**config.mk**
```make
export PLATFORM = sky130hd
export DESIGN_NAME = clk_enable_monitor_flat
export DESIGN_NICKNAME = d
export VERILOG_FILES = /design/src/rtl/clk_enable_monitor_pkg.sv /design/src/rtl/clk_enable_monitor_if.sv /design/src/rtl/clk_enable_monitor_edge_detect.sv /design/src/rtl/clk_enable_monitor.sv /design/src/flat_wrapper.sv
export SDC_FILE = /design/constraint.sdc
export NUM_CORES = 1
export LEC_CHECK = 0
export CAP_MARGIN = 25
export CORE_UTILIZATION = 54
export DETAILED_ROUTE_END_ITERATION = 6
export PLACE_DENSITY = 0.8
export REMOVE_ABC_BUFFERS = 1
export SETUP_SLACK_MARGIN = 0.15
export SLEW_MARGIN = 20
export SYNTH_ARGS = -nofsm -noshare
export SYNTH_HDL_FRONTEND = slang
export SYNTH_SLANG_ARGS = --single-unit
```
**constraint.sdc**
```tcl
create_clock -name clk -period 2.3 [get_ports clk]
set_input_delay 0.575 -clock clk [delete_from_list [all_inputs] [get_ports clk]]
set_output_delay 0.575 -clock clk [all_outputs]
set_load 0.01 [all_outputs]
```
**src/rtl/clk_enable_monitor_pkg.sv**
```systemverilog
// Shared types for the clk_enable monitor.
//   state_t      : monitor FSM state (IDLE -> SYNC -> LOCKED, FAULT is sticky)
//   fault_code_t : reason reported while in FAULT
package clk_enable_pkg;

    typedef enum logic [1:0] {
        IDLE   = 2'd0,
        SYNC   = 2'd1,
        LOCKED = 2'd2,
        FAULT  = 2'd3
    } state_t;

    typedef enum logic [1:0] {
        FC_NONE  = 2'd0,  // no fault
        FC_RUN   = 2'd1,  // completed run was not HALF_PERIOD long
        FC_COMPL = 2'd2,  // clk_enable == clk_enable_n at a sample
        FC_STUCK = 2'd3   // run reached HALF_PERIOD without an edge
    } fault_code_t;

endpackage

```
**src/rtl/clk_enable_monitor_if.sv**
```systemverilog
// Bus between the clk_divider enable pair / stage controller and the monitor.
//   master : drives clk_enable, clk_enable_n, clear_fault; reads status
//   slave  : the monitor; reads the enable pair, drives strobes and status
interface clk_enable_monitor_if
    import clk_enable_pkg::*;
#(
    parameter int CNT_W = 8,
    parameter int PER_W = 16
);
    logic             clk_enable;
    logic             clk_enable_n;
    logic             clear_fault;
    logic             rise_strobe;
    logic             fall_strobe;
    logic             locked;
    logic             fault;
    fault_code_t      fault_code;
    logic [CNT_W-1:0] phase_cnt;
    logic [PER_W-1:0] period_cnt;

    modport master (
        output clk_enable, clk_enable_n, clear_fault,
        input  rise_strobe, fall_strobe, locked, fault, fault_code,
               phase_cnt, period_cnt
    );

    modport slave (
        input  clk_enable, clk_enable_n, clear_fault,
        output rise_strobe, fall_strobe, locked, fault, fault_code,
               phase_cnt, period_cnt
    );
endinterface

```
**src/rtl/clk_enable_monitor_edge_detect.sv**
```systemverilog
// Edge detector and run-length counter for the sampled enable.
//   clk, reset   : clock, async active-high reset
//   en_i         : clk_enable as sampled this cycle
//   clr_run_i    : force run length to 0 (used when leaving FAULT)
//   rise_o/fall_o/edge_o : combinational edge flags versus the previous sample
//   run_len_o    : length of the run in progress before this sample
//                  (equals the completed run length when edge_o is high)
module enable_edge_detect #(
    parameter int CNT_W = 8
) (
    input  logic             clk,
    input  logic             reset,
    input  logic             en_i,
    input  logic             clr_run_i,
    output logic             rise_o,
    output logic             fall_o,
    output logic             edge_o,
    output logic [CNT_W-1:0] run_len_o
);
    logic             en_q;
    logic [CNT_W-1:0] run_q, run_d;

    assign rise_o    = en_i & ~en_q;
    assign fall_o    = ~en_i & en_q;
    assign edge_o    = en_i ^ en_q;
    assign run_len_o = run_q;

    always_comb begin
        run_d = run_q;
        if (clr_run_i)
            run_d = '0;
        else if (edge_o)
            run_d = CNT_W'(1);
        else if (run_q != '1)
            run_d = run_q + CNT_W'(1);
    end

    // en_q keeps tracking through every state, including the clear cycle.
    always_ff @(posedge clk or posedge reset) begin
        if (reset) begin
            en_q  <= 1'b0;
            run_q <= '0;
        end else begin
            en_q  <= en_i;
            run_q <= run_d;
        end
    end
endmodule

```
**src/rtl/clk_enable_monitor.sv**
```systemverilog
// clk_enable monitor: turns the divider's enable pair into rise/fall strobes,
// tracks phase and completed periods, and latches a sticky fault when the
// pair stops matching the programmed HALF_PERIOD cadence.
//   clk, reset : clock, async active-high reset
//   bus        : slave side of clk_enable_monitor_if
//                in : clk_enable, clk_enable_n, clear_fault
//                out: rise_strobe, fall_strobe, locked, fault, fault_code,
//                     phase_cnt, period_cnt (all registered)
module clk_enable_monitor
    import clk_enable_pkg::*;
#(
    parameter int HALF_PERIOD = 4,
    parameter int LOCK_COUNT  = 2,
    parameter int CNT_W       = 8,
    parameter int PER_W       = 16
) (
    input  logic                 clk,
    input  logic                 reset,
    clk_enable_monitor_if.slave  bus
);
    localparam int              GW        = $clog2(2*LOCK_COUNT + 1);
    localparam logic [CNT_W-1:0] HP        = CNT_W'(HALF_PERIOD);
    localparam logic [GW-1:0]    GOOD_LAST = GW'(2*LOCK_COUNT - 1);

    state_t           state_q;
    logic [GW-1:0]    good_q;
    logic             rise_q, fall_q, locked_q, fault_q;
    fault_code_t      code_q;
    logic [CNT_W-1:0] phase_q;
    logic [PER_W-1:0] period_q;

    logic             rise, fall, is_edge;
    logic [CNT_W-1:0] run_len;
    logic             compl_err, good_run, clr_run;

    assign compl_err = (bus.clk_enable == bus.clk_enable_n);
    // On an edge this is the completed run; without an edge, a run that has
    // already reached HALF_PERIOD is about to overrun.
    assign good_run  = (run_len == HP);
    assign clr_run   = (state_q == FAULT) && bus.clear_fault;

    enable_edge_detect #(.CNT_W(CNT_W)) u_edge (
        .clk       (clk),
        .reset     (reset),
        .en_i      (bus.clk_enable),
        .clr_run_i (clr_run),
        .rise_o    (rise),
        .fall_o    (fall),
        .edge_o    (is_edge),
        .run_len_o (run_len)
    );

    always_ff @(posedge clk or posedge reset) begin
        if (reset) begin
            state_q  <= IDLE;
            good_q   <= '0;
            rise_q   <= 1'b0;
            fall_q   <= 1'b0;
            locked_q <= 1'b0;
            fault_q  <= 1'b0;
            code_q   <= FC_NONE;
            phase_q  <= '0;
            period_q <= '0;
        end else begin
            rise_q <= 1'b0;
            fall_q <= 1'b0;
            unique case (state_q)
                IDLE: begin
                    if (is_edge) begin
                        state_q <= SYNC;
                        good_q  <= '0;
                    end
                end
                SYNC: begin
                    if (compl_err) begin
                        good_q <= '0;
                    end else if (is_edge) begin
                        if (!good_run) begin
                            good_q <= '0;
                        end else if (good_q == GOOD_LAST) begin
                            state_q  <= LOCKED;
                            locked_q <= 1'b1;
                            good_q   <= '0;
                        end else begin
                            good_q <= good_q + GW'(1);
                        end
                    end
                end
                LOCKED: begin
                    if (compl_err || (is_edge != good_run)) begin
                        // Priority: complement > bad run at edge > stuck.
                        state_q  <= FAULT;
                        locked_q <= 1'b0;
                        fault_q  <= 1'b1;
                        code_q   <= compl_err ? FC_COMPL :
                                    (is_edge  ? FC_RUN : FC_STUCK);
                    end else begin
                        rise_q <= rise;
                        fall_q <= fall;
                        if (rise) begin
                            phase_q  <= '0;
                            period_q <= period_q + PER_W'(1);
                        end else if (phase_q != '1) begin
                            phase_q <= phase_q + CNT_W'(1);
                        end
                    end
                end
                FAULT: begin
                    if (bus.clear_fault) begin
                        state_q <= IDLE;
                        fault_q <= 1'b0;
                        code_q  <= FC_NONE;
                    end
                end
                default: state_q <= IDLE;
            endcase
        end
    end

    assign bus.rise_strobe = rise_q;
    assign bus.fall_strobe = fall_q;
    assign bus.locked      = locked_q;
    assign bus.fault       = fault_q;
    assign bus.fault_code  = code_q;
    assign bus.phase_cnt   = phase_q;
    assign bus.period_cnt  = period_q;
endmodule
```
**src/flat_wrapper.sv**
```systemverilog
// flat-port wrapper written by rule: the top's interface ports become plain ports
module clk_enable_monitor_flat import clk_enable_pkg::*;
#(
    parameter int HALF_PERIOD = 4,
    parameter int LOCK_COUNT  = 2,
    parameter int CNT_W       = 8,
    parameter int PER_W       = 16
)
  (clk, reset, bus_clk_enable, bus_clk_enable_n, bus_clear_fault, bus_rise_strobe, bus_fall_strobe, bus_locked, bus_fault, bus_fault_code, bus_phase_cnt, bus_period_cnt);
  clk_enable_monitor_if #(.CNT_W(CNT_W), .PER_W(PER_W)) bus_i ();
  input  logic clk;
  input  logic reset;
  input wire logic [$bits(bus_i.clk_enable)-1:0] bus_clk_enable;
  input wire logic [$bits(bus_i.clk_enable_n)-1:0] bus_clk_enable_n;
  input wire logic [$bits(bus_i.clear_fault)-1:0] bus_clear_fault;
  output wire logic [$bits(bus_i.rise_strobe)-1:0] bus_rise_strobe;
  output wire logic [$bits(bus_i.fall_strobe)-1:0] bus_fall_strobe;
  output wire logic [$bits(bus_i.locked)-1:0] bus_locked;
  output wire logic [$bits(bus_i.fault)-1:0] bus_fault;
  output wire logic [$bits(bus_i.fault_code)-1:0] bus_fault_code;
  output wire logic [$bits(bus_i.phase_cnt)-1:0] bus_phase_cnt;
  output wire logic [$bits(bus_i.period_cnt)-1:0] bus_period_cnt;
  assign bus_i.clk_enable = bus_clk_enable;
  assign bus_i.clk_enable_n = bus_clk_enable_n;
  assign bus_i.clear_fault = bus_clear_fault;
  assign bus_rise_strobe = bus_i.rise_strobe;
  assign bus_fall_strobe = bus_i.fall_strobe;
  assign bus_locked = bus_i.locked;
  assign bus_fault = bus_i.fault;
  assign bus_fault_code = bus_i.fault_code;
  assign bus_phase_cnt = bus_i.phase_cnt;
  assign bus_period_cnt = bus_i.period_cnt;
  clk_enable_monitor #(.HALF_PERIOD(HALF_PERIOD), .LOCK_COUNT(LOCK_COUNT), .CNT_W(CNT_W), .PER_W(PER_W)) u_core (.clk(clk), .reset(reset), .bus(bus_i));
endmodule
```
---- Yosys cells after proc, flatten, opt, wreduce, memory -nomap -nowiden ----
Cells that the tools add are included.
cells by class
  multiplexer cells ....................... 36
  $add $sub $neg .......................... 4
  eq/ne operators ......................... 17
  multipliers ............................. 0
  divide/modulo/power cells ............... 0
  reductions and logical operators ........ 14
  shift-type cells ........................ 0
  magnitude comparators ................... 0
  bitwise gates (word level) .............. 6
operators by type and width
  operator                                                                  number
  8-bit 2-to-1 mux                                                          5
  2-bit 2-to-1 mux                                                          10
  16-bit by 1-bit adder with 16-bit output (second input constant)          1
  8-bit by 1-bit adder with 8-bit output (second input constant)            2
  8-bit inequality test (second input constant)                             2
  3-bit 2-to-1 mux                                                          5
  3-bit AND reduction                                                       4
  1-bit 2-to-1 mux                                                          11
  2-bit by 1-bit inequality test with 1-bit output (second input constant)  5
  8-bit by 3-bit == test with 1-bit output (second input constant)          1
  2-bit case mux with 4 select lines                                        1
  2-bit nonzero test                                                        4
  7-bit AND reduction                                                       1
  3-bit case mux with 2 select lines                                        1
  6-bit AND reduction                                                       1
  2-bit == test (second input constant)                                     2
  2-bit inequality test (second input constant)                             2
  1-bit case mux with 2 select lines                                        2
  2-bit case mux with 2 select lines                                        1
  3-bit by 1-bit adder with 3-bit output (second input constant)            1
  3-bit by 2-bit == test with 1-bit output (second input constant)          1
  3-bit by 1-bit inequality test with 1-bit output (second input constant)  1
  1-bit inverter                                                            3
  3-bit nonzero test                                                        1
  8 further kinds                                                           9
word-level totals
  latch bits .............................. 0
  bits in writable memories ............... 0
  logic and storage cells ................. 88
  memories kept ........................... 0
  flip-flop bits (word level) ............. 44
  bits in read-only memories .............. 0

---- Logic depth before layout (Yosys ltp) ----
Gate-level depths: netlist (run 1).
  depth in word-level cells ............... 6
  mapped depth ............................ 10

---- Cells and area by module ----
From an unflattened synthesis (run 1), not the netlist that was laid out.
unflattened totals
  cells, all modules ...................... 223
  area total of the unflattened synthesis .. 2262.2 um2
modules (own cells, without submodules)
  module              times used  area each (um2)  cells an instance
  clk_enable_monitor  1           1779.2           175
  enable_edge_detect  1           483.0            48

---- Worst setup path after synthesis (run 1) ----
OpenSTA, ideal clock, no wires.
  path type ............................... input port to flip-flop
  from .................................... input bus_clk_enable
  to ...................................... register u_core.state_q[0]
  arrival ................................. 2.220 ns
  stages on the path ...................... 7
  path buffers ............................ 1
  path slack .............................. -0.046 ns
  path through ............................ inv_1 > ha_1 > clkbuf_1 > or3b_2 > o41ai_1 > nand2_1 > o32a_1
on the way
  word-level cells in the longest chain between the ends .. 5
  elaborated cells between the ends (all ways) .. 9
ends and longest elaborated chain
  element                                                            RTL line                              source
  start, declared                                                    flat_wrapper.sv:13                    input wire logic [$bits(bus_i.clk_enable)-1:0] bus_clk_enable;
  1-bit XOR                                                          clk_enable_monitor_edge_detect.sv:25  assign edge_o = en_i ^ en_q;
  1-bit inequality test                                              clk_enable_monitor.sv:90              if (compl_err || (is_edge != good_run)) begin
  1-bit logical OR                                                   clk_enable_monitor.sv:90
  2-bit by 1-bit inequality test with 1-bit output (no source line)  --
  7-bit AND reduction (no source line) *                             --
  end signal, assigned                                               clk_enable_monitor.sv:92              state_q <= FAULT;
  end signal, assigned                                               clk_enable_monitor.sv:110             state_q <= IDLE;
  end signal, assigned                                               clk_enable_monitor.sv:115             default: state_q <= IDLE;
  end, declared                                                      clk_enable_monitor.sv:25              state_t state_q;
Mark *: on every way between the ends. The rest lies on a longest branch, timed or not.
A chain may end at the register's enable or synchronous reset.

---- Worst setup path in the final report (run 1) ----
  from .................................... register u_core.u_edge.run_q[1] (netlist: u_core.u_edge.run_len_o[1])
  to ...................................... register u_core.phase_q[2] (netlist: u_core.bus.phase_cnt[2])
on the way
  word-level cells in the longest chain between the ends .. 5
ends and longest elaborated chain
  element                                   RTL line                              source
  start, declared                           clk_enable_monitor_edge_detect.sv:21  logic [CNT_W-1:0] run_q, run_d;
  start signal, assigned                    clk_enable_monitor_edge_detect.sv:45  run_q <= run_d;
  8-bit by 3-bit == test with 1-bit output  clk_enable_monitor.sv:39              assign good_run = (run_len == HP);
  1-bit inequality test                     clk_enable_monitor.sv:90
  1-bit logical OR                          clk_enable_monitor.sv:90
  1-bit inverter (no source line)           --
  3-bit AND reduction (no source line)      --
  end signal, assigned                      clk_enable_monitor.sv:104             phase_q <= phase_q + CNT_W'(1);
  end, declared                             clk_enable_monitor.sv:29              logic [CNT_W-1:0] phase_q;
Every way passes these cells.

==> flow_metrics.tcl, run 1 <==
set metrics [dict create \
    status "complete, no violations" \
    synth_cells 237 \
    firstDrtPassIters 4 \
    area_delta_synth_final_pct 42.2 \
    post-route-min-period_ns 2.14 \
    r2r_start "u_core.u_edge.run_len_o[1]" \
    grt_usage_pct 25.9 \
    drt.antenna.violating_nets 0 \
    p_switching_mw 0.911 \
    postSynthAreaPerCell_um2 9.90 \
    finalSetupViolCount 0 \
    root_buffer "clkbuf_8" \
    hold_viol 0 \
    comb_power_share_pct 43.9 \
    hold_buffers 0 \
    dpl_cell_area_mm2 0.00291 \
    cp-startpoint "u_core.u_edge.run_len_o[1]" \
    wl_per_cell_um 16.7 \
    die_x_um 67.9 \
    grt_pass1_vias 1958 \
    clkLatencyLatePin_ns 0.29 \
    final_nets 329 \
    ios 35 \
    crit_end "u_core.bus.phase_cnt[2]" \
    vias_per_cell 5.83 \
    routed_wl_mm 6.04 \
    fill_cells 244 \
    async_flop_share_pct 100 \
    cts.reportedPaths.clkPinSlew_ns 0.08 \
    drive_gt1_share_pct 27.9 \
    post-route-cell-area_mm2 0.00334 \
    fmax_ghz 0.467 \
    pwr-share-seq_pct 38.2 \
    synth-seq-cells 44 \
    drv_slew 0 \
    grt_max_degree 45 \
    synth_edf_count 0 \
    routabilityCongestion 0.805 \
    clock_sinks 44 \
    r2r_slack_ns 0.16 \
    hp-class "reg2reg" \
    start_util_pct 57.4 \
    tns_ns 0 \
    pwr-share-clk_pct 17.9 \
    cts_htree_levels 2 \
    hpwl_mm 3.61 \
    crit_fanout 7 \
    p_int_mw 1.68 \
    post-route-period-util_pct 93.1 \
    arrival_ns 2.37 \
    dp_slack_ns -0.699 \
    cts_buffers 5 \
    row_count 23 \
    num_antenna_cells 0 \
    drcViolationCount 0 \
    rsz0062_at_grt "yes" \
    antenna_found_initial 0 \
    worst-slew-pin-transition_ns 0.557 \
    rr_worst_depth 8 \
    finalWorstSetupSlack_ns 0.158 \
    overflow 0 \
    synth_top_flop_cell "dfrtp_1" \
    maxCapViolations 0 \
    hold_slack_ns 0.465 \
    critPathKind "reg2reg" \
    worstSetupEndpointType "register" \
    power_leakage_nw 1.50 \
    vias 2110 \
    fin_cells 362 \
    skew_ns 0.00539 \
    worstPathRequired_ns 2.53 \
    ir_drop_v 0.000659 \
    fp.dieH_um 67.9 \
    ys_seq_area_share_pct 46.9 \
    synth_area_mm2 0.00235 \
    powerDensity_mw_per_mm2 776 \
    dieArea_mm2 0.00461 \
    core_mm2 0.00409 \
    yosysWarnings 0 \
    maxSlewHeadroom_pct 62.8 \
    first_iter_violations 206 \
    start_kind "register" \
    grt_pass1_wl_mm 8.93 \
    cts_tree "yes" \
    placed_cells 341 \
    cts_buffer_depth 2 \
    r2r-end "u_core.bus.phase_cnt[2]" \
    synth_cell_types 44 \
    netSwitchingFraction_pct 35.2 \
    portBuffers 34 \
]
cell usage in the layout, fill, tap and decap left out, drive strengths merged, types with 4 or more instances in the layout:
master,instances
a21oi,7
and3,6
buf,39
clkbuf,6
clkdlybuf4s50,32
dfrtp,44
ha,12
inv,15
nand2,26
nand3,9
nand4,7
nor2,13
nor2b,4
nor3,11
nor4,4
o21ai,9
or3,5
xnor2,12
xor2,9
layer usage:
layer  GRT usage, %  wire, um
met5              0         0
met4           9.38        61
met3           5.50       225
met2           44.4      3260
met1           31.9      2500
power by group through the flow:
stage	Clock, mW	Combinational, mW	Sequential, mW
3_3_place_gp	0	0.811	0.984
3_5_place_dp	0	0.839	0.990
4_1_cts	0.469	0.928	0.975
6_report	0.463	1.14	0.988
2_1_floorplan	0	0.447	1.00
5_1_grt	0.507	1.24	1.00
Yosys cell counts, types with 2 or more instances:
master / n / area, um^2
xor2_1: 9 / 78.8
or4_1: 3 / 22.5
a21oi_1: 7 / 35.0
nand2_1: 26 / 97.6
o21ai_0: 9 / 45.0
inv_1: 16 / 60.1
o21bai_1: 2 / 15.0
or3_1: 5 / 31.3
and3_1: 6 / 37.5
nand3b_1: 2 / 15.0
a21boi_0: 3 / 22.5
nor2_1: 12 / 45.0
nor4_2: 2 / 25.0
nand4_1: 7 / 43.8
dfrtp_1: 44 / 1100
nand2b_1: 2 / 12.5
mux2_2: 2 / 22.5
ha_1: 12 / 150
o22ai_1: 3 / 18.8
nor3_1: 10 / 50.1
nor2b_1: 4 / 25.0
or3b_2: 2 / 17.5
o31ai_1: 3 / 22.5
nor4_1: 2 / 12.5
o2bb2ai_1: 2 / 17.5
xnor2_1: 12 / 105
a31oi_1: 2 / 12.5
nor3b_1: 2 / 15.0
clkbuf_1: 3 / 11.3
nand3_1: 9 / 45.0
cells by family after synthesis:
family,share of synthesized area (%)
DFF,46.9
adders and majority gates,6.40
buffers and inverters,3.73
muxes,1.39
AOI/OAI and AO/OA,10.7
xor gates and xnor gates,7.84
and+or+nand+nor,23.0
metrics by stage:
stage | total power, mW | util, %
after floorplan | 1.45 | -
after global placement | 1.80 | 71.2
after detailed placement | 1.83 | 71.2
after CTS | 2.37 | 76.8
after global routing | 2.74 | 81.6
final | 2.59 | 81.6
worst min-delay path by stage:
stage / slack, ns / cells after the start / endpoint / start
floorplan: 0.45 / 2 / u_core.good_q[1] / u_core.good_q[1]
global placement: 0.46 / 1 / u_core.bus.period_cnt[15] / u_core.bus.period_cnt[15]
detailed placement: 0.46 / 1 / u_core.bus.period_cnt[15] / u_core.bus.period_cnt[15]
CTS: 0.47 / 1 / u_core.bus.period_cnt[15] / u_core.bus.period_cnt[15]
global route: 0.49 / 1 / u_core.bus.period_cnt[15] / u_core.bus.period_cnt[15]
finish: 0.46 / 1 / u_core.bus.period_cnt[15] / u_core.bus.period_cnt[15]
registers in the layout, summed over array words and instances, names as in the netlist:
name / flops
u_core.state_q: 2
u_core.bus.fault_code: 2
u_core.bus.fall_strobe: 1
u_core.u_edge.en_q: 1
u_core.bus.rise_strobe: 1
u_core.bus.fault: 1
u_core.u_edge.run_len_o: 8
u_core.bus.phase_cnt: 8
u_core.good_q: 3
u_core.bus.locked: 1
u_core.bus.period_cnt: 16
area by class of cell:
cell class	count	area (um^2)	share of cell area, %
clock buffer	6	72.6	2.18
clock inverter	1	5.00	0.150
inverter	16	62.6	1.88
multi-input combinational	173	1380	41.4
sequential	44	1100	33.0
tap	50	62.6	1.88
timing repair buffer	72	648	19.4
worst max-delay path, cell delays in order (launching register included):
cell and delay [ns]:
dfrtp_1 0.40, inv_2 0.08, ha_4 0.13, or3b_4 0.41, nor3_4 0.26, o211ai_4 0.15
buf_6 0.16, or3_1 0.35, a21oi_2 0.13
repair_timing:
| action | in CTS | in global routing |
|---|---|---|
| gates cloned | 1 | 0 |
| pin swaps | 8 | 18 |
| setup buffers | 4 | 9 |
| endpoints found under the hold margin | 0 | 0 |
| endpoints found under the setup margin | 34 | 32 |
| gates resized for setup | 25 | 34 |
Power figures use the tool's default switching activity.
==> inputs of run 2 (changes only) <==
CORE_UTILIZATION = 58   (was 54)
PLACE_DENSITY = 0.85   (was 0.8)
RECOVER_POWER = 100   (was unset)
SKIP_LAST_GASP = 1   (was unset)
clock period = 2.65 ns   (was 2.3 ns; I/O delays follow)
==> run 2 against run 1 <==
  * Critical path depth fell by 2
  * Die area shrank 6.7%
  * First-iteration DRC count increased by 3.4%
  * Count of clock-buffer cells in the layout is the same
  * Flip-flop and latch count stayed put
  * Via count is 3.5% lower
  * Critical path type is now in2reg
==> flow_metrics.tcl, run 2 (same netlist as run 1, synthesis figures left out) <==
set metrics [dict create \
    status "complete, no violations" \
    rsz0062_at_grt "no" \
    fp.dieH_um 65.6 \
    drive_gt1_share_pct 13.7 \
    largest_reg_flops 16 \
    start_kind "primary input" \
    skew_ns 0.00458 \
    cts_htree_levels 2 \
    ios 35 \
    first_iter_violations 213 \
    worstPathRequired_ns 2.88 \
    row_count 22 \
    overflow 0 \
    final_nets 307 \
    arrival_ns 2.76 \
    firstDrtPassIters 4 \
    grt_max_degree 45 \
    critPathKind "in2reg" \
    hp-class "reg2reg" \
    routed_wl_mm 5.53 \
    holdPathStages 1 \
    clkLatencyLatePin_ns 0.30 \
    vias_per_cell 6.01 \
    hpwl_mm 3.51 \
    drcViolationCount 0 \
    grt_usage_pct 26.4 \
    fmax_ghz 0.396 \
    antenna_found_initial 0 \
    cts_buffer_depth 2 \
    crit_fanout 8 \
    hold_viol 0 \
    drv_slew 0 \
    final_core_util_pct 80.4 \
    area_delta_synth_final_pct 29.2 \
    final_cell_mix "44 x dfrtp_1, 31 x dlygate4sd3_1, 26 x nand2_1, 15 x inv_1" \
    grt_pass1_wl_mm 8.58 \
    wl_per_cell_um 16.3 \
    layout_commonest_cell "dfrtp_1" \
    start_util_pct 62.2 \
    power_leakage_nw 1.45 \
    routabilityCongestion 0.845 \
    dpl_cell_area_mm2 0.00285 \
    num_antenna_cells 0 \
    finalWorstSetupSlack_ns 0.122 \
    vias 2037 \
    cts_tree "yes" \
    die_x_um 65.6 \
    rr_worst_depth 5 \
    grt_pass1_vias 1917 \
    ir_drop_v 0.000565 \
    post-route-min-period_ns 2.53 \
    post-route-cell-area_mm2 0.00303 \
    dieArea_mm2 0.00430 \
    drt.antenna.violating_nets 0 \
    maxCapViolations 0 \
    core_mm2 0.00377 \
    worst-slew-pin-transition_ns 1.05 \
    cts_buffers 5 \
    maxSlewHeadroom_pct 29.7 \
    fill_cells 246 \
    portBuffers 34 \
    post_cts_buffers 0 \
    clock_sinks 44 \
    dp_slack_ns -0.483 \
    root_buffer "clkbuf_8" \
    post-route-period-util_pct 95.4 \
    finalSetupViolCount 0 \
    cts.reportedPaths.clkPinSlew_ns 0.08 \
    worstSetupEndpointType "register" \
    powerDensity_mw_per_mm2 697 \
]
-- run 2: path summary, 6_finish.rpt --
path                                                 start                         to  slack (ns)
worst max-delay path                      bus_clk_enable_n    u_core.bus.phase_cnt[6]        0.12
worst min-delay path             u_core.bus.period_cnt[15]  u_core.bus.period_cnt[15]        0.46
worst max register to register  u_core.u_edge.run_len_o[4]    u_core.bus.phase_cnt[6]        0.27
worst min register to register   u_core.bus.period_cnt[15]  u_core.bus.period_cnt[15]        0.46
max in group asynchronous                            reset     u_core.bus.fall_strobe        0.88
min in group asynchronous                            reset   u_core.bus.period_cnt[7]        1.13
-- run 2: timing repair --
action                     in CTS  in global routing
gates resized for setup         5                 14
setup endpoints to repair      26                 21
hold buffers                    0                  0
pin swaps                       2                  3
-- run 2: report_power, final --
group	total (mW)	leakage [nW]	switching, mW	internal, mW
clock network	0.513	0.0552	0.233	0.280
registers	0.855	0.595	0.0935	0.762
logic	0.744	0.796	0.406	0.338
total	2.11	1.45	0.732	1.38
-- run 2: per-stage QoR --
stage          instances  setup TNS (ns)  hold WS [ns]  power [mW]
6_report             339               0         0.461        2.11
5_1_grt              339               0         0.499        2.23
4_1_cts              339               0         0.473        2.07
3_5_place_dp         331           -8.85         0.462        1.54
3_3_place_gp         331           -6.66         0.462        1.52
2_1_floorplan        232               0         0.454        1.26
-- run 2: layout make-up --
class / instances / area [um^2] / share of cell area [%]
clock buffer: 6 / 72.6 / 2.39
clock inverter: 2 / 35.0 / 1.16
inverter: 16 / 60.1 / 1.98
multi-input combinational: 172 / 1250 / 41.2
sequential: 44 / 1100 / 36.3
tap: 48 / 60.1 / 1.98
timing repair buffer: 51 / 454 / 15.0
-- run 2: worst max-delay path, cell delays in order --
cell	delay [ns]
clkdlybuf4s50_1	0.57
buf_4	0.15
xor2_1	0.40
o211ai_4	0.21
or4_1	0.59
a21oi_2	0.18
-- run 2: per-layer routing --
metal  vias up  GRT usage [%]  wire, um
met4         0           13.9       250
met2        92           43.4      2850
li1        950              -         -
met3        26           5.73       257
met1       969           32.4      2170
met5         -              0         0
==> inputs of run 3 (changes only) <==
ABC_AREA = 1   (was unset)
CORE_UTILIZATION = 59   (was 58)
==> run 3 against run 2 <==
  * Routed wire length down 3.9%
  * Cell area up 2.0%
  * Count of clock-buffer cells in the layout stayed put
  * Clock power about the same
  * Synthesized cell count increased by 39%
  * Combinational power is 5.2% higher
  * Non-clock buffer count shrank 13
  * Register-to-register slack improved by 0.60 ns
  * Clock skew increased by 0.0037 ns
  * Utilization down 4.7 points
  * Critical endpoint is now u_core.bus.period_cnt[1]
==> flow_metrics.tcl, run 3 <==
set metrics [dict create \
    routed_wl_mm 5.31 \
    hold_buffers 0 \
    antenna_found_initial 0 \
    core_mm2 0.00409 \
    ios 35 \
    synth_edf_count 0 \
    hpwl_mm 3.86 \
    clock_sinks 44 \
    power_leakage_nw 1.66 \
    vias_per_cell 5.23 \
    finalSetupViolCount 0 \
    cts_tree "yes" \
    p_switching_mw 0.820 \
    final_cell_mix "112 x nand2_1, 44 x dfrtp_1, 36 x nor2_1, 34 x inv_1, 32 x dlygate4sd3_1" \
    crit_fanout 16 \
    worstSetupEndpointType "register" \
    drcViolationCount 0 \
    netSwitchingFraction_pct 36.8 \
    powerDensity_mw_per_mm2 722 \
    pwr-share-seq_pct 41.9 \
    overflow 0 \
    num_antenna_cells 0 \
    cts_buffer_depth 2 \
    dieArea_mm2 0.00463 \
    synthTopCellsByCount "112 x nand2_1, 44 x dfrtp_1, 35 x inv_1, 35 x nor2_1, 21 x nand3_1" \
    skew_ns 0.00827 \
    synth_top_area_share_pct 42.8 \
    cts.reportedPaths.clkPinSlew_ns 0.09 \
    cts-resized-gates 0 \
    post-route-period-util_pct 91.0 \
    post-route-min-period_ns 2.41 \
    crit_family "buffers and inverters" \
    final_nets 388 \
    yosysWarnings 0 \
    first_iter_violations 191 \
    drv_slew 0 \
    synth_cell_types 32 \
    cpMaxStageDelayCell "dlygate4sd3_1" \
    start_kind "primary input" \
    path_buf_inv 3 \
    root_buffer "clkbuf_8" \
    cts_htree_levels 2 \
    crit_chain "dlygate4sd3_1 > inv_1 > ha_1 > inv_1 > o21ai_4 > nand3_4 > nor2_8 > nand2_4 > nand2_1 > nand2_1" \
    synth_area_leaders "dfrtp_1 43%, nand2_1 16%, ha_1 5.8%" \
    wl_per_cell_um 12.6 \
    critPathKind "in2reg" \
    r2r_start "u_core.bus.phase_cnt[0]" \
    arrival_ns 2.61 \
    fmax_ghz 0.414 \
    area_delta_synth_final_pct 20.2 \
    synth_area_mm2 0.00257 \
    cts_buffers 5 \
    ys_seq_area_share_pct 42.8 \
    worstPathRequired_ns 2.84 \
    worst_path_largest_cell_delay_ns 0.62 \
    async_flop_share_pct 100 \
    rsz0062_at_grt "no" \
    maxCapViolations 0 \
    drive_gt1_share_pct 6.45 \
    tns_ns 0 \
    pwr-share-clk_pct 23.0 \
    hold_viol 0 \
    post_cts_buffers 0 \
    layout_commonest_cell "nand2_1" \
    synth_cells 329 \
    hold_slack_ns 0.489 \
    start_util_pct 63.0 \
    postSynthAreaPerCell_um2 7.82 \
    worst_hold_startpoint "u_core.bus.fault" \
    grt_pass1_vias 2110 \
    grt_usage_pct 27.3 \
    largest_reg_flops 16 \
    ir_drop_v 0.000490 \
    fp.dieH_um 68.0 \
    synth-seq-cells 44 \
    grt_max_degree 45 \
    grt_pass1_wl_mm 9.38 \
    hp-class "reg2reg" \
    yosys.area.top_type "dfrtp_1" \
    yosysMostFrequentCell "nand2_1" \
    maxSlewHeadroom_pct 27.2 \
    drt.antenna.violating_nets 0 \
    worst-slew-pin-transition_ns 1.09 \
    routabilityCongestion 0.839 \
    portBuffers 34 \
    die_x_um 68.0 \
    r2r_slack_ns 0.87 \
    firstDrtPassIters 4 \
    vias 2206 \
    clkLatencyLatePin_ns 0.30 \
    p_int_mw 1.41 \
    synth_top_flop_cell "dfrtp_1" \
    fill_cells 307 \
    row_count 23 \
    status "complete, no violations" \
    comb_power_share_pct 35.1 \
    cp-startpoint "bus_clk_enable" \
]
## run 3: kinds of logic (layout without fill, tap and decap cells)
group / Yosys count / count (layout) / synth area share, %
buffers and inverters: 39 / 82 / 6.18
AND/OR/NAND/NOR: 194 / 194 / 34.0
XOR/XNOR: 17 / 17 / 5.79
flip-flops: 44 / 44 / 42.8
AO/OA/AOI/OAI: 23 / 23 / 5.40
adder cells (fa/ha/maj): 12 / 12 / 5.84
## run 3: routing by layer
metal	vias up	wire [um]	GRT usage, %
met5	-	0	0
met4	0	78	9.38
met3	8	265	4.50
met2	64	2450	44.0
met1	1018	2520	37.0
li1	1116	-	-
## run 3: final timing paths
| path | end | cells after the start |
|---|---|---|
| max | u_core.bus.period_cnt[1] | 10 |
| min | u_core.bus.fault | 2 |
| max reg2reg | u_core.bus.phase_cnt[4] | 9 |
| min reg2reg | u_core.bus.fault | 2 |
| max in group asynchronous | u_core.good_q[1] | 3 |
| min in group asynchronous | u_core.bus.phase_cnt[7] | 3 |
## run 3: worst reg2reg max path, cell delays in order, from the launching register on
cell	delay [ns]
dfrtp_1	0.43
ha_1	0.19
nand2_1	0.06
inv_1	0.09
nand3_1	0.11
inv_1	0.07
nand4_1	0.34
nand2_2	0.31
nand2_1	0.08
nand2_1	0.06
## run 3: cell type report
| cell class | instances | area (um^2) | share of cell area (%) |
|---|---|---|---|
| clock buffers | 6 | 72.6 | 2.35 |
| clock inverters | 2 | 35.0 | 1.13 |
| inverters | 36 | 135 | 4.37 |
| multi-input cells | 246 | 1310 | 42.2 |
| flip-flops and latches | 44 | 1100 | 35.6 |
| well taps | 50 | 62.6 | 2.02 |
| repair buffers | 38 | 380 | 12.3 |
## run 3: power by group through the flow
stage | logic, mW | registers [mW] | clock network [mW]
after global placement | 0.786 | 0.945 | 0
after detailed placement | 0.812 | 0.949 | 0
after floorplan | 0.487 | 0.957 | 0
final | 0.783 | 0.935 | 0.512
after CTS | 0.819 | 0.939 | 0.527
after global routing | 0.904 | 0.959 | 0.549
## run 3: stage by stage
step	instance area, um^2	utilization (%)	total power [mW]	instances	worst slack, ns
2_1_floorplan	2550	-	1.44	326	0.754
3_3_place_gp	2990	73.3	1.73	414	0.125
3_5_place_dp	2990	73.3	1.76	414	0.0286
4_1_cts	3100	75.9	2.28	422	0.344
5_1_grt	3090	75.7	2.41	422	0.115
6_report	3090	75.7	2.23	422	0.237
